## config.mk

```make
export PLATFORM = sky130hd
export DESIGN_NAME = mesh_term_inject_flat
export DESIGN_NICKNAME = d
export VERILOG_FILES = /design/src/rtl/mesh_inj_pkg.sv /design/src/rtl/mesh_term_inject_if.sv /design/src/rtl/mesh_inj_fifo.sv /design/src/rtl/mesh_term_inject.sv /design/src/flat_wrapper.sv
export SDC_FILE = /design/constraint.sdc
export NUM_CORES = 1
export LEC_CHECK = 0
export CORE_ASPECT_RATIO = 1.2
export CORE_MARGIN = 1.5
export CORE_UTILIZATION = 63
export CTS_BUF_LIST = sky130_fd_sc_hd__clkbuf_8 sky130_fd_sc_hd__clkbuf_16
export CTS_CLUSTER_DIAMETER = 100
export DETAILED_ROUTE_END_ITERATION = 6
export PLACE_DENSITY = 0.86
export SKIP_CTS_REPAIR_TIMING = 1
export SKIP_LAST_GASP = 1
export SLEW_MARGIN = 5
export SYNTH_ARGS = -nofsm -noshare
export SYNTH_HDL_FRONTEND = slang
export SYNTH_SLANG_ARGS = --single-unit
```

## constraint.sdc

```tcl
create_clock -name clk -period 13.25 [get_ports clk]
set_input_delay 3.975 -clock clk [delete_from_list [all_inputs] [get_ports clk]]
set_output_delay 3.975 -clock clk [all_outputs]
set_load 0.01 [all_outputs]
```

## src/rtl/mesh_inj_pkg.sv

```systemverilog
// Shared packet layout and destination screening for the mesh terminal injector.
package mesh_inj_pkg;

  localparam int NXT_W = 8;
  localparam int ROW_W = 4;
  localparam int COL_W = 4;
  localparam int HDR_W = 18;

  // Header occupies the top HDR_W bits; rsvd pads the bit just above the payload.
  typedef struct packed {
    logic [NXT_W-1:0] nxt;
    logic [ROW_W-1:0] row;
    logic [COL_W-1:0] col;
    logic             mode;
    logic             rsvd;
  } hdr_t;

  // Legal destinations are the edge terminals ringing the ROWS x COLUMS mesh, excluding corners.
  function automatic logic dest_legal(input logic [ROW_W-1:0] row,
                                      input logic [COL_W-1:0] col,
                                      input int rows,
                                      input int cols);
    int r;
    int c;
    r = int'(row);
    c = int'(col);
    return (((r == 0) || (r == rows + 1)) && (c >= 1) && (c <= cols)) ||
           (((c == 0) || (c == cols + 1)) && (r >= 1) && (r <= rows));
  endfunction

endpackage

```

## src/rtl/mesh_term_inject_if.sv

```systemverilog
// Host request channel into the mesh terminal injector (valid/ready handshake).
interface mesh_term_inject_if #(parameter int PAY_W = 22);
  logic             in_valid;
  logic             in_ready;
  logic [3:0]       in_row;
  logic [3:0]       in_col;
  logic             in_mode;
  logic [PAY_W-1:0] in_payload;

  modport master (output in_valid, in_row, in_col, in_mode, in_payload, input in_ready);
  modport slave  (input in_valid, in_row, in_col, in_mode, in_payload, output in_ready);
endinterface

```

## src/rtl/mesh_inj_fifo.sv

```systemverilog
// Circular FIFO with occupancy counter; depth need not be a power of two.
module mesh_inj_fifo #(
  parameter int DATA_W = 40,
  parameter int DEPTH  = 10
) (
  input  logic                       clk,
  input  logic                       rst,
  input  logic                       push,
  input  logic [DATA_W-1:0]          wdata,
  input  logic                       pop,
  output logic [DATA_W-1:0]          rdata,
  output logic [$clog2(DEPTH+1)-1:0] count
);

  localparam int PTR_W = (DEPTH > 1) ? $clog2(DEPTH) : 1;
  localparam int CNT_W = $clog2(DEPTH + 1);

  logic [DATA_W-1:0] mem [DEPTH];
  logic [PTR_W-1:0]  wr_ptr;
  logic [PTR_W-1:0]  rd_ptr;
  logic              do_push;
  logic              do_pop;

  function automatic logic [PTR_W-1:0] wrap_inc(input logic [PTR_W-1:0] p);
    return (p == PTR_W'(DEPTH - 1)) ? '0 : p + PTR_W'(1);
  endfunction

  assign do_push = push && (count < CNT_W'(DEPTH));
  assign do_pop  = pop && (count != '0);
  assign rdata   = mem[rd_ptr];

  always_ff @(posedge clk) begin
    if (rst) begin
      wr_ptr <= '0;
      rd_ptr <= '0;
      count  <= '0;
    end else begin
      if (do_push) wr_ptr <= wrap_inc(wr_ptr);
      if (do_pop)  rd_ptr <= wrap_inc(rd_ptr);
      case ({do_push, do_pop})
        2'b10:   count <= count + CNT_W'(1);
        2'b01:   count <= count - CNT_W'(1);
        default: count <= count;
      endcase
    end
  end

  // Storage carries data only, so it is left out of reset.
  always_ff @(posedge clk) begin
    if (do_push) mem[wr_ptr] <= wdata;
  end

endmodule

```

## src/rtl/mesh_term_inject.sv

```systemverilog
// Per-terminal injection stage: formats host requests into mesh packets, drops illegal
// destinations, and queues them for the router pop port. Optional stall watchdog: MESH_INJ_WATCHDOG_EN.
module mesh_term_inject
  import mesh_inj_pkg::*;
#(
  parameter int               ROWS       = 4,
  parameter int               COLUMS     = 4,
  parameter int               pckg_sz    = 40,
  parameter int               fifo_depth = 10,
  parameter logic [pckg_sz-19:0] bdcst   = {(pckg_sz-18){1'b1}},
  parameter int               WD_LIMIT   = 256
) (
  input  logic                            clk,
  input  logic                            reset,
  mesh_term_inject_if.slave               host,
  output logic                            pndng,
  output logic [pckg_sz-1:0]              data_out,
  input  logic                            popin,
  output logic [$clog2(fifo_depth+1)-1:0] count,
  output logic [7:0]                      drop_cnt,
  output logic                            underflow,
  output logic                            stall_err
);

  localparam int CNT_W = $clog2(fifo_depth + 1);

  hdr_t               hdr;
  logic [pckg_sz-1:0] pkt;
  logic [pckg_sz-1:0] head;
  logic               accept;
  logic               legal;
  logic               push;
  logic               pop;

  assign hdr = '{nxt: '0, row: host.in_row, col: host.in_col, mode: host.in_mode, rsvd: 1'b0};
  assign pkt = {hdr, host.in_payload};

  // No full-bypass: a pop in the same cycle does not open the door.
  assign host.in_ready = (count < CNT_W'(fifo_depth));
  assign accept        = host.in_valid && host.in_ready;
  assign legal         = (host.in_payload == bdcst) ||
                         dest_legal(host.in_row, host.in_col, ROWS, COLUMS);
  assign push          = accept && legal;
  assign pndng         = (count != '0);
  assign pop           = popin && pndng;
  assign data_out      = pndng ? head : '0;

  mesh_inj_fifo #(
    .DATA_W (pckg_sz),
    .DEPTH  (fifo_depth)
  ) u_fifo (
    .clk   (clk),
    .rst   (reset),
    .push  (push),
    .wdata (pkt),
    .pop   (pop),
    .rdata (head),
    .count (count)
  );

  always_ff @(posedge clk) begin
    if (reset) begin
      drop_cnt  <= '0;
      underflow <= 1'b0;
    end else begin
      if (accept && !legal && (drop_cnt != 8'hFF)) drop_cnt <= drop_cnt + 8'd1;
      if (popin && !pndng) underflow <= 1'b1;
    end
  end

`ifdef MESH_INJ_WATCHDOG_EN
  localparam int WD_W = $clog2(WD_LIMIT + 1);

  logic [WD_W-1:0] wd_cnt;

  // Flag rises on the same edge the counter reaches WD_LIMIT.
  always_ff @(posedge clk) begin
    if (reset) begin
      wd_cnt    <= '0;
      stall_err <= 1'b0;
    end else begin
      if (!pndng || popin)                   wd_cnt <= '0;
      else if (wd_cnt != WD_W'(WD_LIMIT))    wd_cnt <= wd_cnt + WD_W'(1);
      if (pndng && !popin && (wd_cnt == WD_W'(WD_LIMIT - 1))) stall_err <= 1'b1;
    end
  end
`else
  // Constant 0 for any non-negative limit.
  assign stall_err = (WD_LIMIT < 0);
`endif

endmodule
```

## src/flat_wrapper.sv

```systemverilog
// flat-port wrapper written by rule: the top's interface ports become plain ports
module mesh_term_inject_flat import mesh_inj_pkg::*;
#(
  parameter int               ROWS       = 4,
  parameter int               COLUMS     = 4,
  parameter int               pckg_sz    = 40,
  parameter int               fifo_depth = 10,
  parameter logic [pckg_sz-19:0] bdcst   = {(pckg_sz-18){1'b1}},
  parameter int               WD_LIMIT   = 256
)
  (clk, reset, pndng, data_out, popin, count, drop_cnt, underflow, stall_err, host_in_valid, host_in_row, host_in_col, host_in_mode, host_in_payload, host_in_ready);
  mesh_term_inject_if host_i ();
  input  logic clk;
  input  logic reset;
  output logic pndng;
  output logic [pckg_sz-1:0] data_out;
  input  logic popin;
  output logic [$clog2(fifo_depth+1)-1:0] count;
  output logic [7:0] drop_cnt;
  output logic underflow;
  output logic stall_err;
  input wire logic [$bits(host_i.in_valid)-1:0] host_in_valid;
  input wire logic [$bits(host_i.in_row)-1:0] host_in_row;
  input wire logic [$bits(host_i.in_col)-1:0] host_in_col;
  input wire logic [$bits(host_i.in_mode)-1:0] host_in_mode;
  input wire logic [$bits(host_i.in_payload)-1:0] host_in_payload;
  output wire logic [$bits(host_i.in_ready)-1:0] host_in_ready;
  assign host_i.in_valid = host_in_valid;
  assign host_i.in_row = host_in_row;
  assign host_i.in_col = host_in_col;
  assign host_i.in_mode = host_in_mode;
  assign host_i.in_payload = host_in_payload;
  assign host_in_ready = host_i.in_ready;
  mesh_term_inject #(.ROWS(ROWS), .COLUMS(COLUMS), .pckg_sz(pckg_sz), .fifo_depth(fifo_depth), .bdcst(bdcst), .WD_LIMIT(WD_LIMIT)) u_core (.clk(clk), .reset(reset), .host(host_i), .pndng(pndng), .data_out(data_out), .popin(popin), .count(count), .drop_cnt(drop_cnt), .underflow(underflow), .stall_err(stall_err));
endmodule
```

==> results of run 1 <==
==> registers in the layout (all words and copies together) (netlist names), named ones only <==
register,cells
u_core.drop_cnt,8
u_core.u_fifo.count,4
u_core.underflow,1
u_core.u_fifo.rd_ptr,4
u_core.u_fifo.mem,310
u_core.u_fifo.wr_ptr,4
==> through the flow <==
stage	hold slack (ps)	util	setup slack (ps)	power, W	instances
2_1_floorplan	473.1	-	5323	0.001245	713
3_3_place_gp	458.0	0.6913	5648	0.001290	1029
3_5_place_dp	474.6	0.6913	5514	0.001294	1029
4_1_cts	494.5	0.7450	5054	0.002255	1082
5_1_grt	551.6	0.7450	4886	0.002301	1082
6_report	495.7	0.7450	5179	0.002250	1082
==> critical path, stage by stage (launching register included) <==
cell             delay [ps]
dfxtp_4                1010
buf_4                   790
mux4_2                  590
nor2b_1                 150
a211oi_1                290
a211oi_1                140
clkdlybuf4s50_1         550
==> cells in the mapped netlist (2+ instances only) <==
library cell,number
clkbuf_1,26
nor3_1,7
dfxtp_1,25
nor4_2,2
nand4_1,10
a21bo_2,2
inv_1,3
o21ai_0,9
xnor2_1,3
mux4_2,62
buf_4,11
nand2b_1,2
nor3b_1,3
and2_1,4
nor4_1,2
nor2_1,18
a211oi_1,63
buf_1,2
buf_2,10
a21oi_1,12
nor2b_1,37
mux2i_1,33
nand2_1,7
or3_1,6
xor2_1,6
edfxtp_1,310
ha_1,4
nand3_1,4
==> per-layer routing <==
metal  part of all wire  vias to the layer above
li1                   -                     3032
met1               0.37                     3692
met2               0.53                      385
met3              0.069                       69
met4              0.027                        0
met5                  0                        -
==> power groups by stage <==
stage | logic [W] | registers, W | clock network (W)
2_1_floorplan | 0.0000613 | 0.00118 | 0
3_3_place_gp | 0.000100 | 0.00119 | 0
3_5_place_dp | 0.000104 | 0.00119 | 0
4_1_cts | 0.000106 | 0.00117 | 0.000982
5_1_grt | 0.000113 | 0.00117 | 0.00102
6_report | 0.000106 | 0.00117 | 0.000977
==> cells by family (layout without fill, tap and decap cells) <==
group / after synthesis / count (layout)
flops: 335 / 335
compound gates: 96 / 96
simple gates: 111 / 111
fa+ha+maj: 4 / 4
buf+inv: 52 / 151
xor+xnor: 9 / 9
mux: 96 / 96
other cells: 1 / 10
==> worst min-delay path by stage <==
stage / depth (start not counted) / endpoint
detailed placement: 2 / u_core.underflow
global placement: 2 / u_core.underflow
floorplan: 2 / flop
finish: 2 / u_core.underflow
CTS: 2 / u_core.underflow
global route: 2 / u_core.underflow
==> final cells by class <==
class	instances	area [µm²]	area share
Multi-Input combinational cell	326	3318	0.2139
Inverter	3	11.26	0.0007257
Clock inverter	24	392.9	0.02532
Tap cell	270	337.8	0.02177
Timing Repair Buffer	95	913.4	0.05887
Clock buffer	29	725.7	0.04677
Sequential cell	335	9817	0.6327
==> summary.txt, run 1 <==
CTS
  • Longest Clk Path Bufs: 3
  • Clock latency on the worst-skew pair: between 500 and 600 ps
  • Clk root buf: clkbuf_16
  • Reg clk slew, reported paths: roughly 60 ps
  • Clk sinks: roughly 340
  • H-tree levels: 1
  • Cts bufs inserted: 29
  • CTS tree: yes

Hold path
  • HP Class: reg -> reg
  • HP Start: u_core.underflow

Timing
  • Highest Clock Rate: between 100 and 150 MHz
  • Skew final: approximately 12 ps
  • Final hold vios: 0
  • Measured slew at the worst slew-check pin: around 1000 ps
  • Setup violators final: 0
  • Final min period: between 8000 and 9000 ps
  • Final Max Tran Viols: 0
  • RSZ-0062 raised after global routing: no
  • Final worst-path cycle share: 0.6092
  • Setup TNS: 0 ps
  • Rel. slew slack: 0.3172

GRT
  • Grt ovf: 0
  • Vias in the first global route: 7376
  • Largest net degree at the start of global routing: between 60 and 70
  • First-pass GRT wire length: ~43 mm
  • Met3 Resource Use GR: 0.03371
  • GRT Total Usage: 0.2623
  • Antenna violations before repair: 0
  • M2 GR Usage: 0.4541
  • Global Route met1 Usage: 0.3512
  • Top Usage Layer GRT: met2

Pwr
  • Logic pwr share: 0.047
  • Seq pwr share: 0.519
  • Pwr dens: approximately 140 nW/µm²
  • Pint: approximately 0.0018 W
  • Pleak: 4.732 nW
  • Sw Ratio: 0.1902
  • Peak supply drop: 0.1146 mV
  • Clock power share: 0.434
  • Psw: about 0.00043 W

Worst setup path
  • Reg2reg start: u_core.u_fifo.count[1]
  • CP startpoint kind: flop
  • Worst-path maximum fanout: between 50 and 60
  • Reg-to-reg endpoint: u_core.u_fifo.count[2]
  • Reg2Reg Depth: 11
  • Crit. End Element: output port
  • WS Path Type: reg -> out
  • Flop2flop setup slack: just over 10000 ps
  • Arrival @ worst endpoint: 4100 ps
  • Worst path required time: slightly above 9000 ps
  • Worst setup endpoint: data_out[12]

Place
  • Placed Instance Area: approximately 14000 µm²
  • Port bufs: 80
  • Routability Congestion: 0.8182
  • Detail Placement HPWL: 14.24 mm

Floorplan
  • Die ar.: roughly 22000 µm²
  • Die Ht: approximately 160 µm
  • Top Ports: a little over 90
  • Row count: 58
  • Die X: 135.6 µm
  • Core area: 20830 µm²
  • Initial Util: 0.6381

Synth
  • Synth Area in XOR/XNOR: 0.005931
  • Netlist cell types: between 40 and 50
  • Register bit total from synthesis: between 300 and 400
  • Simple-gate share of the synthesized area: 0.04980
  • Yosys Warn Count: 0
  • Synthesized netlist cell count: between 700 and 800
  • Post-synth ARST share: 0
  • Top cell type's share of synthesized area: 0.7004
  • Register area share after synthesis: 0.7381
  • Post-synth EDFFs: 310
  • Netlist Area Pre-Place: between 10000 and 15000 µm²
  • Largest family of logic cells by synthesized area: multiplexers
  • Mux cell area share after synthesis: 0.1310
  • Synthesized-area fraction occupied by adder cells: 0.003766
  • Largest cells by area after synthesis: edfxtp_1 70%, mux4_2 11%, dfxtp_1 3.8%, a211oi_1 3.6%, mux2i_1 2.5%
  • Top FF cell, synth: edfxtp_1
  • Synth Area per Inst: approximately 19 µm²
  • Largest area contributor in the netlist: edfxtp_1
  • Synth Area in Compound Gates: 0.05234

Drt
  • Routed vias: 7178
  • Antenna viol nets, final: 0
  • WL final: 28.10 mm
  • Mean routed wirelength per cell: roughly 26 µm
  • Pre-Repair DR Iteration Count: 5
  • 1st-iter DRT viols: between 600 and 700
  • Residual DRC: 0
  • Vias per cell: between 6 and 7

Cells and area
  • Area growth syn-to-layout: 16.75%
  • Diode count: 0
  • Fillers: 1090
  • Fraction of layout cells with a size suffix above 1: 0.1860
  • Most common cell after layout, fill and taps aside: edfxtp_1
  • Final nets: 829
  • Most frequent cells in the layout: 310 x edfxtp_1, 80 x clkdlybuf4s50_1, 63 x a211oi_1
  • Cell area after layout: approximately 16000 µm²

Outcome
  • Status: finished, final reports clean

Flow run
  • Maxcap violations: 0
(Power assumes the default switching activity.)
==> run 2: changes to the inputs <==
--- a/config.mk
+++ b/config.mk
@@ -7,11 +7,11 @@
 export LEC_CHECK = 0
 export CORE_ASPECT_RATIO = 1.2
 export CORE_MARGIN = 1.5
-export CORE_UTILIZATION = 63
+export CORE_UTILIZATION = 53
 export CTS_BUF_LIST = sky130_fd_sc_hd__clkbuf_8 sky130_fd_sc_hd__clkbuf_16
 export CTS_CLUSTER_DIAMETER = 100
 export DETAILED_ROUTE_END_ITERATION = 6
-export PLACE_DENSITY = 0.86
+export PLACE_DENSITY = 0.78
 export SKIP_CTS_REPAIR_TIMING = 1
 export SKIP_LAST_GASP = 1
 export SLEW_MARGIN = 5
==> constraint.sdc (replaced) <==
create_clock -name clk -period 7 [get_ports clk]
set_input_delay 2.1 -clock clk [delete_from_list [all_inputs] [get_ports clk]]
set_output_delay 2.1 -clock clk [all_outputs]
set_load 0.01 [all_outputs]
==> run 2 against run 1 <==
  * Power up 84%
  * Clock-buffer cell count up 2
  * Via count shrank 2.2%
  * Clock skew decreased by 3.0 ps
  * First-iteration DRC count down 3.1%
  * Sequential share of layout area is 0.48 points lower
  * Non-clock buffer count grew 8
  * Global-route usage down 4.2 points
  * Sequential power up 89%
  * Clock power is 77% higher
  * Combinational power rose by 95%
==> summary.txt, run 2 (same netlist as run 1, synthesis figures left out) <==
Outcome
  • Status: finished, final reports clean (unchanged)

Drt
  • Antenna viol nets, final: 0 (unchanged)
  • 1st-iter DRT viols: 654 (was 675)
  • Pre-Repair DR Iteration Count: 5 (unchanged)
  • Mean routed wirelength per cell: 24.31 µm (was 25.97 µm)
  • Routed vias: 7019 (was 7178)
  • WL final: 27.96 mm (was 28.10 mm)
  • Vias per cell: 6.103 (was 6.634)
  • Residual DRC: 0 (unchanged)

Hold path
  • WHS Path Cells: 2 (unchanged)
  • HP Class: reg -> reg (unchanged)
  • HP Start: u_core.underflow (unchanged)
  • Hold path endpoint: u_core.underflow (unchanged)

Worst setup path
  • Critical Path, Cell by Cell: buf_4 > mux4_2 > nor2b_1 > a211oi_1 > a211oi_1 > clkdlybuf4s50_1 (unchanged)
  • Reg-to-reg endpoint: u_core.u_fifo.count[2] (unchanged)
  • Reg2reg start: u_core.u_fifo.count[2] (was u_core.u_fifo.count[1])
  • Critical path buffer and inverter count: 2 (unchanged)
  • Crit. End Element: output port (unchanged)
  • Worst path top cell family by delay: buffers and inverters (unchanged)
  • Arrival @ worst endpoint: 3590 ps (was 4100 ps)
  • Worst path required time: 4900 ps (was 9270 ps)
  • Max stage delay on crit path: 940 ps (was 1010 ps)
  • CP startpoint kind: flop (unchanged)
  • Worst path slowest cell: dfxtp_2 (was dfxtp_4)
  • Flop2flop setup slack: 3680 ps (was 10290 ps)
  • CP dominant cell by count: a211oi_1 (unchanged)
  • Worst-path maximum fanout: 33 (was 52)
  • WS Path Type: reg -> out (unchanged)
  • Reg2Reg Depth: 10 (was 11)

Timing
  • Setup violators final: 0 (unchanged)
  • Final worst-path cycle share: 0.8128
  • Final hold vios: 0 (unchanged)
  • Skew final: 8.789 ps (was 11.82 ps)
  • Highest Clock Rate: 175.8 MHz
  • Measured slew at the worst slew-check pin: 1186 ps (was 1024 ps)
  • Final min period: approximately 5700 ps
  • Final worst slack: 1311 ps (was 5179 ps)
  • RSZ-0062 raised after global routing: no (unchanged)
  • Rel. slew slack: 0.2035 (was 0.3172)
  • Setup TNS: 0 ps (unchanged)
  • Final Max Tran Viols: 0 (unchanged)

GRT
  • Top Usage Layer GRT: met2 (unchanged)
  • First-pass GRT wire length: 42.81 mm (was 42.88 mm)
  • Met3 Resource Use GR: 0.03695 (was 0.03371)
  • Global Route met1 Usage: 0.2816 (was 0.3512)
  • Largest net degree at the start of global routing: 39 (was 63)
  • Grt ovf: 0 (unchanged)
  • Antenna violations before repair: 0 (unchanged)
  • Vias in the first global route: 7399 (was 7376)
  • GRT Total Usage: 0.2206 (was 0.2623)
  • M2 GR Usage: 0.3840 (was 0.4541)

CTS
  • Clk root buf: clkbuf_16 (unchanged)
  • Clock latency on the worst-skew pair: 560 ps (was 540 ps)
  • CTS tree: yes (unchanged)
  • Longest Clk Path Bufs: 3 (unchanged)
  • Reg clk slew, reported paths: 70 ps (was 60 ps)
  • Cts bufs inserted: 31 (was 29)
  • Clk sinks: 335 (unchanged)
  • H-tree levels: 1 (unchanged)

Floorplan
  • Top Ports: 91 (unchanged)
  • Row count: 63 (was 58)
  • Core area: 24670 µm² (was 20830 µm²)
  • Initial Util: 0.5387 (was 0.6381)
  • Die X: 147.6 µm (was 135.6 µm)
  • Die Ht: 176.5 µm (was 162.1 µm)
  • Die ar.: 26040 µm² (was 21980 µm²)

Cells and area
  • Cell area after layout: 15630 µm² (was 15520 µm²)
  • Final nets: 839 (was 829)
  • Register name with the most flops: u_core.u_fifo.mem (unchanged)
  • Most frequent cells in the layout: 310 x edfxtp_1, 80 x clkdlybuf4s50_1, 63 x a211oi_1 (unchanged)
  • Most common cell after layout, fill and taps aside: edfxtp_1 (unchanged)
  • Largest regs: u_core.u_fifo.mem x310, u_core.drop_cnt x8 (unchanged)
  • Fraction of layout cells with a size suffix above 1: 0.1952 (was 0.1860)
  • Area growth syn-to-layout: 17.63% (was 16.75%)
  • Diode count: 0 (unchanged)
  • Max reg flops: 310 (unchanged)
  • Final core utilization: 0.6337 (was 0.7450)

Pwr
  • Pleak: 4.754 nW (was 4.732 nW)
  • PnR Total Power: 0.004142 W (was 0.002250 W)
  • Peak supply drop: 0.2104 mV (was 0.1146 mV)
  • Pwr dens: 264.9 nW/µm² (was 145.0 nW/µm²)

Place
  • Place WS: 1224 ps (was 5514 ps)
  • Routability Congestion: 0.7575 (was 0.8182)
  • Placed Instance Area: 14580 µm² (was 14400 µm²)
  • Port bufs: 80 (unchanged)
  • Detail Placement HPWL: 16.57 mm (was 14.24 mm)

Flow run
  • Maxcap violations: 0 (unchanged)
run 2: cell count changes in the layout (fill, tap and decap cells not counted):
cell / previous run / this run
buf_4: 15 / 19
clkinv_4: 0 / 1
clkinvlp_2: 1 / 0
clkinvlp_4: 1 / 5
inv_1: 3 / 5
clkinv_1: 4 / 5
inv_8: 0 / 1
clkbuf_16: 29 / 31
buf_12: 0 / 4
inv_6: 0 / 2
bufinv_16: 11 / 5
clkinv_2: 7 / 6
run 2: layout make-up:
type,count,area [µm²]
timing repair buffer,103,1023
clock buffer,31,775.7
sequential,335,9817
tap,325,406.6
clock inverter,27,281.5
multi-input combinational,326,3318
fill,1639,9039
inverter,3,11.26
run 2: report_power, final:
part | leakage (nW) | total, W | switching [W] | internal [W]
clock | 0.515 | 0.00173 | 0.000731 | 0.000998
combinational | 1.25 | 0.000207 | 0.000105 | 0.000102
sequential | 2.99 | 0.00221 | 0.0000163 | 0.00219
run 2: metal layers:
metal  share of wire  wire (µm)
met4           0.032        886
met1            0.39      10800
met2            0.52      14560
met3           0.061       1712
met5               0          0
run 2: tightest hold or removal path: stages, from the launching register on:
cell and delay, ps:
dfxtp_1 330, a21oi_1 50, nor2_1 80
run 2: how the worst max path moves through the flow:
stage | cells after the start | startpoint | slack [ps] | to
3_3_place_gp | 13 | host_in_payload[16] | 1330 | u_core.u_fifo.count[2]
6_report | 6 | flop | 1310 | data_out[8]
2_1_floorplan | 6 | host_in_row[1] | 950 | u_core.u_fifo.mem[2][0]
3_5_place_dp | 13 | host_in_payload[14] | 1220 | u_core.u_fifo.count[2]
5_1_grt | 6 | flop | 1150 | data_out[8]
4_1_cts | 6 | flop | 1290 | data_out[8]
run 2: stage by stage:
stage | hold slack, ps | cells
3_3_place_gp | 454.8 | 1092
5_1_grt | 530.0 | 1150
6_report | 491.6 | 1150
2_1_floorplan | 473.1 | 713
3_5_place_dp | 481.6 | 1092
4_1_cts | 502.5 | 1150
